[config.mk]
export PLATFORM = sky130hd
export DESIGN_NAME = alu_result_queue
export DESIGN_NICKNAME = d
export VERILOG_FILES = /design/src/rtl/alu_result_pkg.sv /design/src/rtl/alu_result_mux.sv /design/src/rtl/alu_result_queue.sv
export SDC_FILE = /design/constraint.sdc
export NUM_CORES = 1
export LEC_CHECK = 0
export ABC_AREA = 1
export CAP_MARGIN = 15
export CORE_MARGIN = 1
export CORE_UTILIZATION = 45
export DETAILED_ROUTE_END_ITERATION = 12
export DONT_BUFFER_PORTS = 1
export PLACE_DENSITY = 0.71
export REMOVE_ABC_BUFFERS = 1
export SYNTH_ARGS = -nofsm -noshare
export SYNTH_HDL_FRONTEND = slang
export SYNTH_HIERARCHICAL = 1
export SYNTH_SLANG_ARGS = --single-unit
[constraint.sdc]
create_clock -name clk -period 3.5 [get_ports clk]
set_clock_uncertainty 0.2 [all_clocks]
set_input_delay 0.35 -clock clk [delete_from_list [all_inputs] [get_ports clk]]
set_output_delay 0.35 -clock clk [all_outputs]
set_load 0.05 [all_outputs]
[src/rtl/alu_result_pkg.sv]
`default_nettype none
// ============================================================================
//  Module      : alu_result_pkg
//  Description : Shared widths, op encoding and entry record for the ALU
//                result queue.
//  Revision    : 1.0 - initial release
// ============================================================================
package alu_result_pkg;

    localparam int DATA_W_DEFAULT = 32;
    localparam int DEPTH_DEFAULT  = 4;

    localparam logic [3:0] OP_P_FREDKIN  = 4'd0;
    localparam logic [3:0] OP_Q_FREDKIN  = 4'd1;
    localparam logic [3:0] OP_R_FREDKIN  = 4'd2;
    localparam logic [3:0] OP_P_PERES    = 4'd3;
    localparam logic [3:0] OP_Q_PERES    = 4'd4;
    localparam logic [3:0] OP_R_PERES    = 4'd5;
    localparam logic [3:0] OP_ADD        = 4'd6;
    localparam logic [3:0] OP_XOR        = 4'd7;
    localparam logic [3:0] OP_AND        = 4'd8;
    localparam logic [3:0] OP_OR         = 4'd9;
    localparam logic [3:0] OP_LAST_LEGAL = 4'd9;

    // Per-entry side information; data is held separately so its width can
    // follow the queue's DATA_W parameter.
    typedef struct packed {
        logic [3:0] op;
        logic       zero;
        logic       err;
    } entry_tag_t;

    typedef struct packed {
        logic [DATA_W_DEFAULT-1:0] data;
        entry_tag_t                tag;
    } entry_t;

    function automatic logic op_is_legal(input logic [3:0] op);
        return (op <= OP_LAST_LEGAL);
    endfunction

endpackage
`default_nettype wire

[src/rtl/alu_result_mux.sv]
`default_nettype none
// ============================================================================
//  Module      : alu_result_mux
//  Description : Selects one of ten ALU result buses by op and flags
//                zero / illegal-op.
//  Revision    : 1.0 - initial release
// ============================================================================
module alu_result_mux
    import alu_result_pkg::*;
#(
    parameter int DATA_W = DATA_W_DEFAULT
) (
    input  logic [3:0]        op,
    input  logic [DATA_W-1:0] p_fredkin,
    input  logic [DATA_W-1:0] q_fredkin,
    input  logic [DATA_W-1:0] r_fredkin,
    input  logic [DATA_W-1:0] p_peres,
    input  logic [DATA_W-1:0] q_peres,
    input  logic [DATA_W-1:0] r_peres,
    input  logic [DATA_W-1:0] add_result,
    input  logic [DATA_W-1:0] xor_result,
    input  logic [DATA_W-1:0] and_result,
    input  logic [DATA_W-1:0] or_result,
    output logic [DATA_W-1:0] data,
    output logic              zero,
    output logic              err
);

    logic [DATA_W-1:0] w_sel;

    always_comb begin
        w_sel = '0;
        case (op)
            OP_P_FREDKIN: w_sel = p_fredkin;
            OP_Q_FREDKIN: w_sel = q_fredkin;
            OP_R_FREDKIN: w_sel = r_fredkin;
            OP_P_PERES:   w_sel = p_peres;
            OP_Q_PERES:   w_sel = q_peres;
            OP_R_PERES:   w_sel = r_peres;
            OP_ADD:       w_sel = add_result;
            OP_XOR:       w_sel = xor_result;
            OP_AND:       w_sel = and_result;
            OP_OR:        w_sel = or_result;
            default:      w_sel = '0;
        endcase
    end

    // An illegal op carries data 0 but must not be reported as a zero result.
    assign err  = !op_is_legal(op);
    assign data = w_sel;
    assign zero = !err && (w_sel == '0);

endmodule
`default_nettype wire

[src/rtl/alu_result_queue.sv]
`default_nettype none
// ============================================================================
//  Module      : alu_result_queue
//  Description : Circular FIFO of selected ALU results with op, zero and
//                illegal-op tags plus accept / error counters.
//  Revision    : 1.0 - initial release
// ============================================================================
module alu_result_queue
    import alu_result_pkg::*;
#(
    parameter int DATA_W = DATA_W_DEFAULT,
    parameter int DEPTH  = DEPTH_DEFAULT
) (
    input  logic                       clk,
    input  logic                       rst,
    input  logic                       in_valid,
    output logic                       in_ready,
    input  logic [3:0]                 in_op,
    input  logic [DATA_W-1:0]          p_fredkin,
    input  logic [DATA_W-1:0]          q_fredkin,
    input  logic [DATA_W-1:0]          r_fredkin,
    input  logic [DATA_W-1:0]          p_peres,
    input  logic [DATA_W-1:0]          q_peres,
    input  logic [DATA_W-1:0]          r_peres,
    input  logic [DATA_W-1:0]          add_result,
    input  logic [DATA_W-1:0]          xor_result,
    input  logic [DATA_W-1:0]          and_result,
    input  logic [DATA_W-1:0]          or_result,
    output logic                       out_valid,
    input  logic                       out_ready,
    output logic [DATA_W-1:0]          out_data,
    output logic [3:0]                 out_op,
    output logic                       out_zero,
    output logic                       out_err,
    output logic [$clog2(DEPTH):0]     count,
    output logic [15:0]                accept_cnt,
    output logic [15:0]                err_cnt
);

    localparam int              c_AW   = $clog2(DEPTH);
    localparam int              c_CW   = c_AW + 1;
    localparam logic [c_CW-1:0] c_FULL = c_CW'(DEPTH);

    logic [DATA_W-1:0] r_data [DEPTH];
    entry_tag_t        r_tag  [DEPTH];

    logic [c_AW-1:0]   r_wr_ptr;
    logic [c_AW-1:0]   r_rd_ptr;
    logic [c_CW-1:0]   r_count;
    logic [15:0]       r_accept_cnt;
    logic [15:0]       r_err_cnt;

    logic [DATA_W-1:0] w_mux_data;
    logic              w_mux_zero;
    logic              w_mux_err;
    logic              w_push;
    logic              w_pop;
    entry_tag_t        w_head_tag;

    alu_result_mux #(
        .DATA_W (DATA_W)
    ) u_mux (
        .op         (in_op),
        .p_fredkin  (p_fredkin),
        .q_fredkin  (q_fredkin),
        .r_fredkin  (r_fredkin),
        .p_peres    (p_peres),
        .q_peres    (q_peres),
        .r_peres    (r_peres),
        .add_result (add_result),
        .xor_result (xor_result),
        .and_result (and_result),
        .or_result  (or_result),
        .data       (w_mux_data),
        .zero       (w_mux_zero),
        .err        (w_mux_err)
    );

    // Handshake flags depend on registered occupancy only.
    assign in_ready  = (r_count != c_FULL);
    assign out_valid = (r_count != '0);
    assign w_push    = in_valid && in_ready;
    assign w_pop     = out_valid && out_ready;

    // Storage has no reset; the pointers alone define which entries are live.
    always_ff @(posedge clk) begin
        if (w_push) begin
            r_data[r_wr_ptr] <= w_mux_data;
            r_tag[r_wr_ptr]  <= '{op: in_op, zero: w_mux_zero, err: w_mux_err};
        end
    end

    always_ff @(posedge clk) begin
        if (rst) begin
            r_wr_ptr     <= '0;
            r_rd_ptr     <= '0;
            r_count      <= '0;
            r_accept_cnt <= '0;
            r_err_cnt    <= '0;
        end else begin
            if (w_push) begin
                r_wr_ptr     <= r_wr_ptr + c_AW'(1);
                r_accept_cnt <= r_accept_cnt + 16'd1;
                if (w_mux_err && (r_err_cnt != 16'hFFFF)) begin
                    r_err_cnt <= r_err_cnt + 16'd1;
                end
            end
            if (w_pop) begin
                r_rd_ptr <= r_rd_ptr + c_AW'(1);
            end
            case ({w_push, w_pop})
                2'b10:   r_count <= r_count + c_CW'(1);
                2'b01:   r_count <= r_count - c_CW'(1);
                default: r_count <= r_count;
            endcase
        end
    end

    assign w_head_tag = r_tag[r_rd_ptr];

    assign out_data   = out_valid ? r_data[r_rd_ptr] : '0;
    assign out_op     = out_valid ? w_head_tag.op    : 4'd0;
    assign out_zero   = out_valid && w_head_tag.zero;
    assign out_err    = out_valid && w_head_tag.err;

    assign count      = r_count;
    assign accept_cnt = r_accept_cnt;
    assign err_cnt    = r_err_cnt;

endmodule
`default_nettype wire

-- After elaboration in Yosys (flattened, before gate mapping)
Memory sizes are Yosys's and may differ from the RTL's. A register that Yosys moved wholly into a read port is not among the register bits.
Index checks and enable logic that the tools add are counted.
- bits in registers: 39
- bits in writable memories: 152
- input port bits: 328
- output and inout port bits: 75
- word-level logic and storage cells: 49
- memories: 2
- add/sub/neg operators: 6
- $lt $le $gt $ge: 1
- equal/unequal tests: 13
- multiplexer cells: 10
- reductions and logical operators: 12
- memory list (memory ; words ; bits a word ; rd ports ; clocked after memory_dff ; write ports ; RTL line ; RTL):
    r_data ; 4 ; 32 ; 1 ; 1 ; 1 ; alu_result_queue.sv:44 ; logic [DATA_W-1:0] r_data [DEPTH];
    r_tag ; 4 ; 6 ; 1 ; 1 ; 1 ; alu_result_queue.sv:45 ; entry_tag_t r_tag [DEPTH];
- operator list (kind ; count):
    $pmux W32 S10 ; 1
    $add A16 B1 Y16 const B ; 2
    $logic_not A32 Y1 ; 1
    $mux W32 ; 1
    $eq A4 B3 Y1 const B ; 4
    $ne A16 B16 Y1 const B ; 1
    $eq A4 B2 Y1 const B ; 2
    $eq A4 B4 Y1 const B ; 2
    $mux W2 ; 4
    $logic_and A1 B1 Y1 ; 6
    $pmux W3 S2 ; 1
    $add A2 B1 Y2 const B ; 2
    $eq A4 B1 Y1 const B ; 1
    $le A4 B4 Y1 const B ; 1
    $logic_not A4 Y1 ; 1
    $mux W4 ; 1
    $add A3 B1 Y3 const B ; 1
    $ne A3 B3 Y1 const B ; 1
    $reduce_bool A3 Y1 ; 1
    $sub A3 B1 Y3 const B ; 1
    $eq A2 B1 Y1 const B ; 1
    $eq A2 B2 Y1 const B ; 1
    $mux W1 ; 2
    $reduce_and A2 Y1 ; 1
    other kinds (2) ; 2

-- Depth between registers and ports, before layout
Gate-level depths: netlist of the first run.
- depth after elaboration: 4
- mapped depth: 14
- depth with buffers taken out: 12

-- Modules after synthesis
Netlist of the first run, hierarchy kept.
- modules (own cells, without submodules) (module ; times used ; cells an instance ; area an instance (µm²)):
    alu_result_queue ; 1 ; 795 ; 8091.5
    alu_result_mux ; 1 ; 690 ; 2827.7

-- Least setup slack after synthesis of the first run
Ideal clock, no wire load.
- path kind: register -> register
- start point: reg r_count[0] (netlist: count[0])
- end point: mem r_data[0][0] (netlist name) (enable)
- library setup time: 0.434 ns
- arrival: 3.062 ns
- required time: 2.866 ns
- setup slack: -0.195 ns
- stages on the path, launching flop included: 7
- path buffers: 2
- clock period less this slack: 3.695 ns
- cell sequence: dfxtp_1 > nor2_2 > nand2_2 > nand2_2 > buf_4 > buf_6 > nor2_1
- cells in the longest elaborated chain, start to end: 4
- RTL lines (what ; RTL line ; RTL):
    start, declared ; alu_result_queue.sv:49 ; logic [c_CW-1:0] r_count;
    start signal, assigned ; alu_result_queue.sv:112 ; 2'b10: r_count <= r_count + c_CW'(1);
    start signal, assigned ; alu_result_queue.sv:113 ; 2'b01: r_count <= r_count - c_CW'(1);
    start signal, assigned ; alu_result_queue.sv:114 ; default: r_count <= r_count;
    $ne A3 B3 Y1 ; alu_result_queue.sv:80 ; assign in_ready = (r_count != c_FULL);
    named net in_ready ; alu_result_queue.sv:17 ; output logic in_ready,
    $logic_and A1 B1 Y1 ; alu_result_queue.sv:82 ; assign w_push = in_valid && in_ready;
    $mux W1 ; alu_result_queue.sv:87 ; if (w_push) begin
    $mux W1 (implied by the code) ; alu_result_queue.sv:88 ; r_data[r_wr_ptr] <= w_mux_data;
    end, declared ; alu_result_queue.sv:44 ;
The timed path passes the listed nets, and every way through them passes these cells.

-- Worst setup path after layout of the first run
- start point: reg r_count[2] (netlist: count[2])
- end point: out out_data[0]
- cells in the longest elaborated chain, start to end: 2
- RTL lines (what ; RTL line ; RTL):
    $reduce_bool A3 Y1 ; alu_result_queue.sv:81 ; assign out_valid = (r_count != '0);
    $mux W32 ; alu_result_queue.sv:121 ; assign out_data = out_valid ? r_data[r_rd_ptr] : '0;
    end, declared ; alu_result_queue.sv:31 ; output logic [DATA_W-1:0] out_data,
Every way passes these cells.

==> run metrics, run 1 <==
Core Rows=56; CP Class=flop to output pin; Worst Tran Pin Value=0.992 ns; Placed Area=between 10000 and 15000 um^2; first-pass GRT wire length=56500 um; worst vdd ir=~0.30 mV; DP Worst Slack=0.704 ns; post-CTS setup buffer count=0; crit share post-route=0.867; critical path's top delay family=buffers and inverters; post-route ant nets=0; Achievable Freq=329 MHz; die area=24900 um^2; syn_area_per_cell=approximately 7.4 um^2; crit path cell chain=inv_1 > nand2_1 > inv_2 > buf_4 > a21oi_1 > buf_4; wire length per cell=about 21 um; initial antenna violation count=3; P&R area growth vs syn=12.5%; endpoints failing setup=0; synth unique cells=28; max_cap viols=0; Post-layout nets=1843; final wirelength=39200 um; Period minus WS final=slightly above 3 ns; share of the synthesized area in the top cell type=0.418; Data required, critical path=roughly 3 ns; run status=complete, no violations; share of layout cells above drive strength 1=0.0914; vias post-DR=approximately 10000; largest net degree at the start of global routing=53; top cells by instance count after synthesis=nand2_1 (458), nor2_1 (324), edfxtp_1 (152), nand3_1 (152), o21ai_0 (91); Critical Path Max Stage Delay=0.72 ns; slowest CP cell=dfxtp_1; Syn Inst Count=1485; P_leak=between 0.005 and 0.006 uW; CTS tree=built; Die Span Y=158 um; Clk Tree Root Cell=clkbuf_16; fin worst setup slack=0.464 ns; WP buf/inv=4; Critical Path AT=2.49 ns; Final HPWL DP=27700 um; vias in the first global route=between 9000 and 10000; fin util=0.520; Clock Path Buffers=2; clk slew on worst S/H paths=0.07 ns; Final Cell Area=12300 um^2; synthesized flop and latch total=193; crit-path most repeated cell=buf_4; ys async rst share=0; worst skew pair latency=0.43 ns; Fill cells=2282; port bufs=0; top cells by area, synth=edfxtp_1 (42%), nand2_1 (16%), nor2_1 (11%), dfxtp_1 (7.5%), nand3_1 (7.0%); HP Class=primary input to flop; gpl congestion=~0.97; CORE AREA=23600 um^2; fin. max-slew vios=0; DR iter-0 viols=932; GR Overflow Total=0; Tot GR Track Use=0.314; number of synthesized flops with an enable pin=152; # IOs=403; Hold Slack=0.0188 ns; main flop type after synthesis=edfxtp_1; most common cell in the netlist=nand2_1; First-pass DRT Iterations=5; TritonCTS Buffers=17; yosys warns=6; final hold vios=0; pwr dens=638 nW/um^2; Worst Path Max Fanout=38; DRC=0; H-tree levels=4; via density per instance=5.65; Yosys top cell by area=edfxtp_1; number of clock sinks=193; Post-Syn Area=between 10000 and 15000 um^2; sequential share of the synthesized area=0.493; nature of the critical path endpoint=output pin; RSZ-0062 raised after global routing=false; die span in x=158 um; Starting Density=0.462; Worst setup SP type=flop; max_slew headroom=0.335
[worst register-to-register path: cells and delay by family, from the launching register on]
family	cells	cell delay [ns]
fa+ha+maj	2	0.59
compound gates	4	0.51
buf+inv	3	0.26
simple gates	2	0.38
flops	1	0.72
[state kept, by name, indices dropped and copies added (netlist names), named ones only]
name / flops
err_cnt: 16
r_wr_ptr: 2
count: 3
r_data: 128
r_rd_ptr: 2
accept_cnt: 16
r_tag: 24
[layer usage]
metal	vias to the layer above	share of wire	global-route usage
met5	-	0.00074	0
met4	4	0.043	0.157
met3	117	0.11	0.0985
met2	623	0.44	0.480
met1	4766	0.41	0.399
li1	4882	-	-
[cell families (layout without fill, tap and decap cells)]
logic type               count (synthesis)  after routing  synth area share
flip-flops                             193            193             0.493
AND/OR/NAND/NOR                        973            973             0.363
other                                    0              1                 0
AO/OA/AOI/OAI                          159            159            0.0732
adder cells (fa/ha/maj)                  8              8           0.00985
buffers and inverters                  150            185            0.0587
XOR/XNOR                                 2              2           0.00160
[cells in the final DEF, fill, tap and decap left out, drive strengths merged, types with 2 or more instances in the layout]
master / netlist / routed
ha: 7 / 7
nand3b: 13 / 13
inv: 75 / 85
o21ai: 93 / 93
clkbuf: 40 / 17
nor3: 2 / 2
clkinv: 2 / 5
nand2: 464 / 464
buf: 33 / 70
nand4: 5 / 5
dlygate4sd3: 0 / 6
edfxtp: 152 / 152
dfxtp: 41 / 41
nand3: 156 / 156
a21oi: 66 / 66
nor2: 333 / 333
xor2: 2 / 2
[power breakdown]
part	total [uW]	switching (uW)	internal (uW)
clock	1940	925	1020
combinational	3010	2260	746
sequential	2890	151	2740
[timing repair]
action	4_1_cts	5_1_grt
hold endpoints to repair	20	0
gates resized for setup	0	0
hold buffers	6	0
[area by class of cell]
type	count	area, um^2	area share
diodes	1	2.50	0.000204
inverters	77	289	0.0235
clock inverters	15	160	0.0130
clock buffers	17	425	0.0346
well taps	319	399	0.0325
repair buffers	76	636	0.0517
multi-input cells	1142	4990	0.406
flip-flops and latches	193	5390	0.439
[stage by stage]
step | cells | setup TNS (ns) | power [uW]
after floorplan | 1412 | -28.15 | 4840
after global placement | 1801 | 0 | 5900
after detailed placement | 1801 | 0 | 5940
after CTS | 1839 | 0 | 7870
after global routing | 1840 | 0 | 8160
final | 1840 | 0 | 7840
[final timing paths]
path	slack (ns)	to	cells after the start	startpoint
setup reg to reg	0.72	count[2]	11	count[2]
setup / recovery	0.46	out_data[0]	6	count[2]
hold / removal	0.02	r_rd_ptr[0]	3	out_ready
hold reg to reg	0.28	flop	2	r_rd_ptr[1]
Note: power is estimated with default switching activity, not from simulation.
==> run 2: changes to the inputs <==
--- a/config.mk
+++ b/config.mk
@@ -7,6 +7,7 @@
 export LEC_CHECK = 0
 export ABC_AREA = 1
 export CAP_MARGIN = 15
+export CORE_ASPECT_RATIO = 1.2
 export CORE_MARGIN = 1
 export CORE_UTILIZATION = 45
 export DETAILED_ROUTE_END_ITERATION = 12
==> run metrics, run 2 (synthesis gave the netlist of run 1 again) <==
run status=complete, no violations; crit path cell chain=inv_1 > nand2_1 > inv_2 > buf_4 > a21oi_1 > buf_4; Clock Path Buffers=2; power share of the clock group=0.245; Reg power frac=0.374; Die Span Y=roughly 170 um; Starting Density=0.457; fin. max-slew vios=0; Period minus WS final=3.02 ns; share of layout cells above drive strength 1=0.0931; wire length per cell=20.7 um; P_leak=~0.0051 uW; RSZ-0062 raised after global routing=false; max_cap viols=0; clk slew on worst S/H paths=approximately 0.070 ns; FF-to-FF Start=count[2]; DR iter-0 viols=824; Biggest register=r_data; pwr dens=627 nW/um^2; worst vdd ir=0.380 mV; crit-path most repeated cell=buf_4; nature of the critical path endpoint=output pin; largest net degree at the start of global routing=between 40 and 50; most frequent cells in the layout=nand2_1 (458), nor2_1 (312), nand3_1 (152), edfxtp_1 (152), o21ai_0 (91); fin worst setup slack=around 0.48 ns; gpl congestion=0.896; Worst Path Max Fanout=38; CTS tree=built; endpoints failing setup=0; Final HPWL DP=26600 um; DRC=0; worst skew pair latency=0.42 ns; flop-to-flop setup slack=0.65 ns; max FFs per register=approximately 130; Critical Path Max Stage Delay=0.73 ns; P&R area growth vs syn=12.9%; Setup crit start=count[2]; port bufs=0; crit share post-route=0.863; final wirelength=between 30000 and 40000 um; post-route ant nets=0; vias post-DR=10300; Data required, critical path=2.95 ns; net switching fraction of the power=0.419; vias in the first global route=roughly 10000; CP Class=flop to output pin; initial antenna violation count=9; Final Cell Area=12300 um^2; Power Internal=between 4000 and 5000 uW; Critical Path AT=2.47 ns; Critical R2R Capture=count[2]; GR Overflow Total=0; Worst R2R Path Depth=11; Worst Tran Pin Value=about 1.1 ns; cell count along the critical path=6; HP Class=primary input to flop; slowest CP cell=dfxtp_1; die span in x=144 um; CORE AREA=approximately 24000 um^2; most common cell after layout, fill and taps aside=nand2_1; NetSw=~3200 uW; logic gate share of total power=0.381; Post-layout nets=1848; Largest regs=r_data x128, r_tag x24; Power Total=~7700 uW; final hold vios=0; Tot GR Track Use=0.307; H-tree levels=4; Clk Tree Root Cell=clkbuf_16; TritonCTS Buffers=17; via density per instance=5.56; Fill cells=2276; # IOs=403; first-pass GRT wire length=55500 um; crit path capture=out_data[4]; Placed Area=roughly 12000 um^2; max_slew headroom=0.245; Core Rows=62; Worst setup SP type=flop; die area=about 25000 um^2; critical path's top delay family=buffers and inverters; DP Worst Slack=around 0.73 ns; number of clock sinks=193; First-pass DRT Iterations=6; Achievable Freq=331 MHz; WP buf/inv=4
-- run 2: cell type report --
cell class,count,area [um^2],area share
inverters,77,289,0.0234
well taps,320,400,0.0325
multi-input cells,1142,4990,0.405
flip-flops and latches,193,5390,0.437
diodes,7,17.5,0.00142
clock inverters,13,146,0.0119
clock buffers,19,433,0.0351
repair buffers,81,663,0.0538
-- run 2: stage by stage --
stage	std cells	hold WS, ns	setup TNS (ns)	utilization
floorplan	1412	0.217	-28.15	-
global placement	1806	0.218	0	0.488
detailed placement	1806	0.219	0	0.488
CTS	1845	0.00415	0	0.515
global route	1848	0.0464	0	0.515
finish	1852	0.0430	0	0.516
-- run 2: repair_timing --
item / CTS / global route
hold buffers: 7 / 0
endpoints found under the hold margin: 21 / 0
resized for setup: 0 / 0
buffers inserted: 0 / 0
-- run 2: how the worst min path moves through the flow --
stage | startpoint | endpoint | slack [ns] | cells after the start
final | in_valid | accept_cnt[1] | 0.04 | 4
after detailed placement | rst | err_cnt[0] | 0.22 | 1
after global placement | rst | err_cnt[0] | 0.22 | 1
after global routing | in_valid | err_cnt[12] | 0.05 | 4
after CTS | in_valid | accept_cnt[2] | 0.004 | 4
after floorplan | rst | err_cnt[0] | 0.22 | 1
-- run 2: metal layers --
| layer | track usage | wire, um | part of all wire | vias to the layer above |
|---|---|---|---|---|
| li1 | - | - | - | 4907 |
| met1 | 0.354 | 14200 | 0.37 | 4731 |
| met2 | 0.504 | 18000 | 0.47 | 555 |
| met3 | 0.0939 | 4280 | 0.11 | 97 |
| met4 | 0.171 | 1740 | 0.045 | 4 |
| met5 | 0 | 26 | 0.00068 | - |
-- run 2: power by group through the flow --
stage | sequential [uW] | combinational, uW | clock (uW)
detailed placement | 2940 | 2930 | 0
CTS | 2890 | 2950 | 1920
global placement | 2930 | 2900 | 0
floorplan | 2990 | 1840 | 0
finish | 2890 | 2950 | 1890
global route | 2910 | 3130 | 1990
-- run 2: worst register-to-register path: stages, from the launching register on --
cell and delay (ns):
dfxtp_1 0.73, inv_1 0.17, nand2_1 0.15, inv_2 0.05, nor2_1 0.26, ha_1 0.21
inv_1 0.07, fa_1 0.38, a21oi_1 0.14, o21ai_0 0.12, o21ai_0 0.18, a21oi_1 0.07
==> run 3: changes to the inputs <==
--- a/config.mk
+++ b/config.mk
@@ -14,6 +14,7 @@
 export DONT_BUFFER_PORTS = 1
 export PLACE_DENSITY = 0.71
 export REMOVE_ABC_BUFFERS = 1
+export SKIP_LAST_GASP = 1
 export SYNTH_ARGS = -nofsm -noshare
 export SYNTH_HDL_FRONTEND = slang
 export SYNTH_HIERARCHICAL = 1
==> results of run 3 <==
Final layout, timing and power as in run 2 (identical DEF).
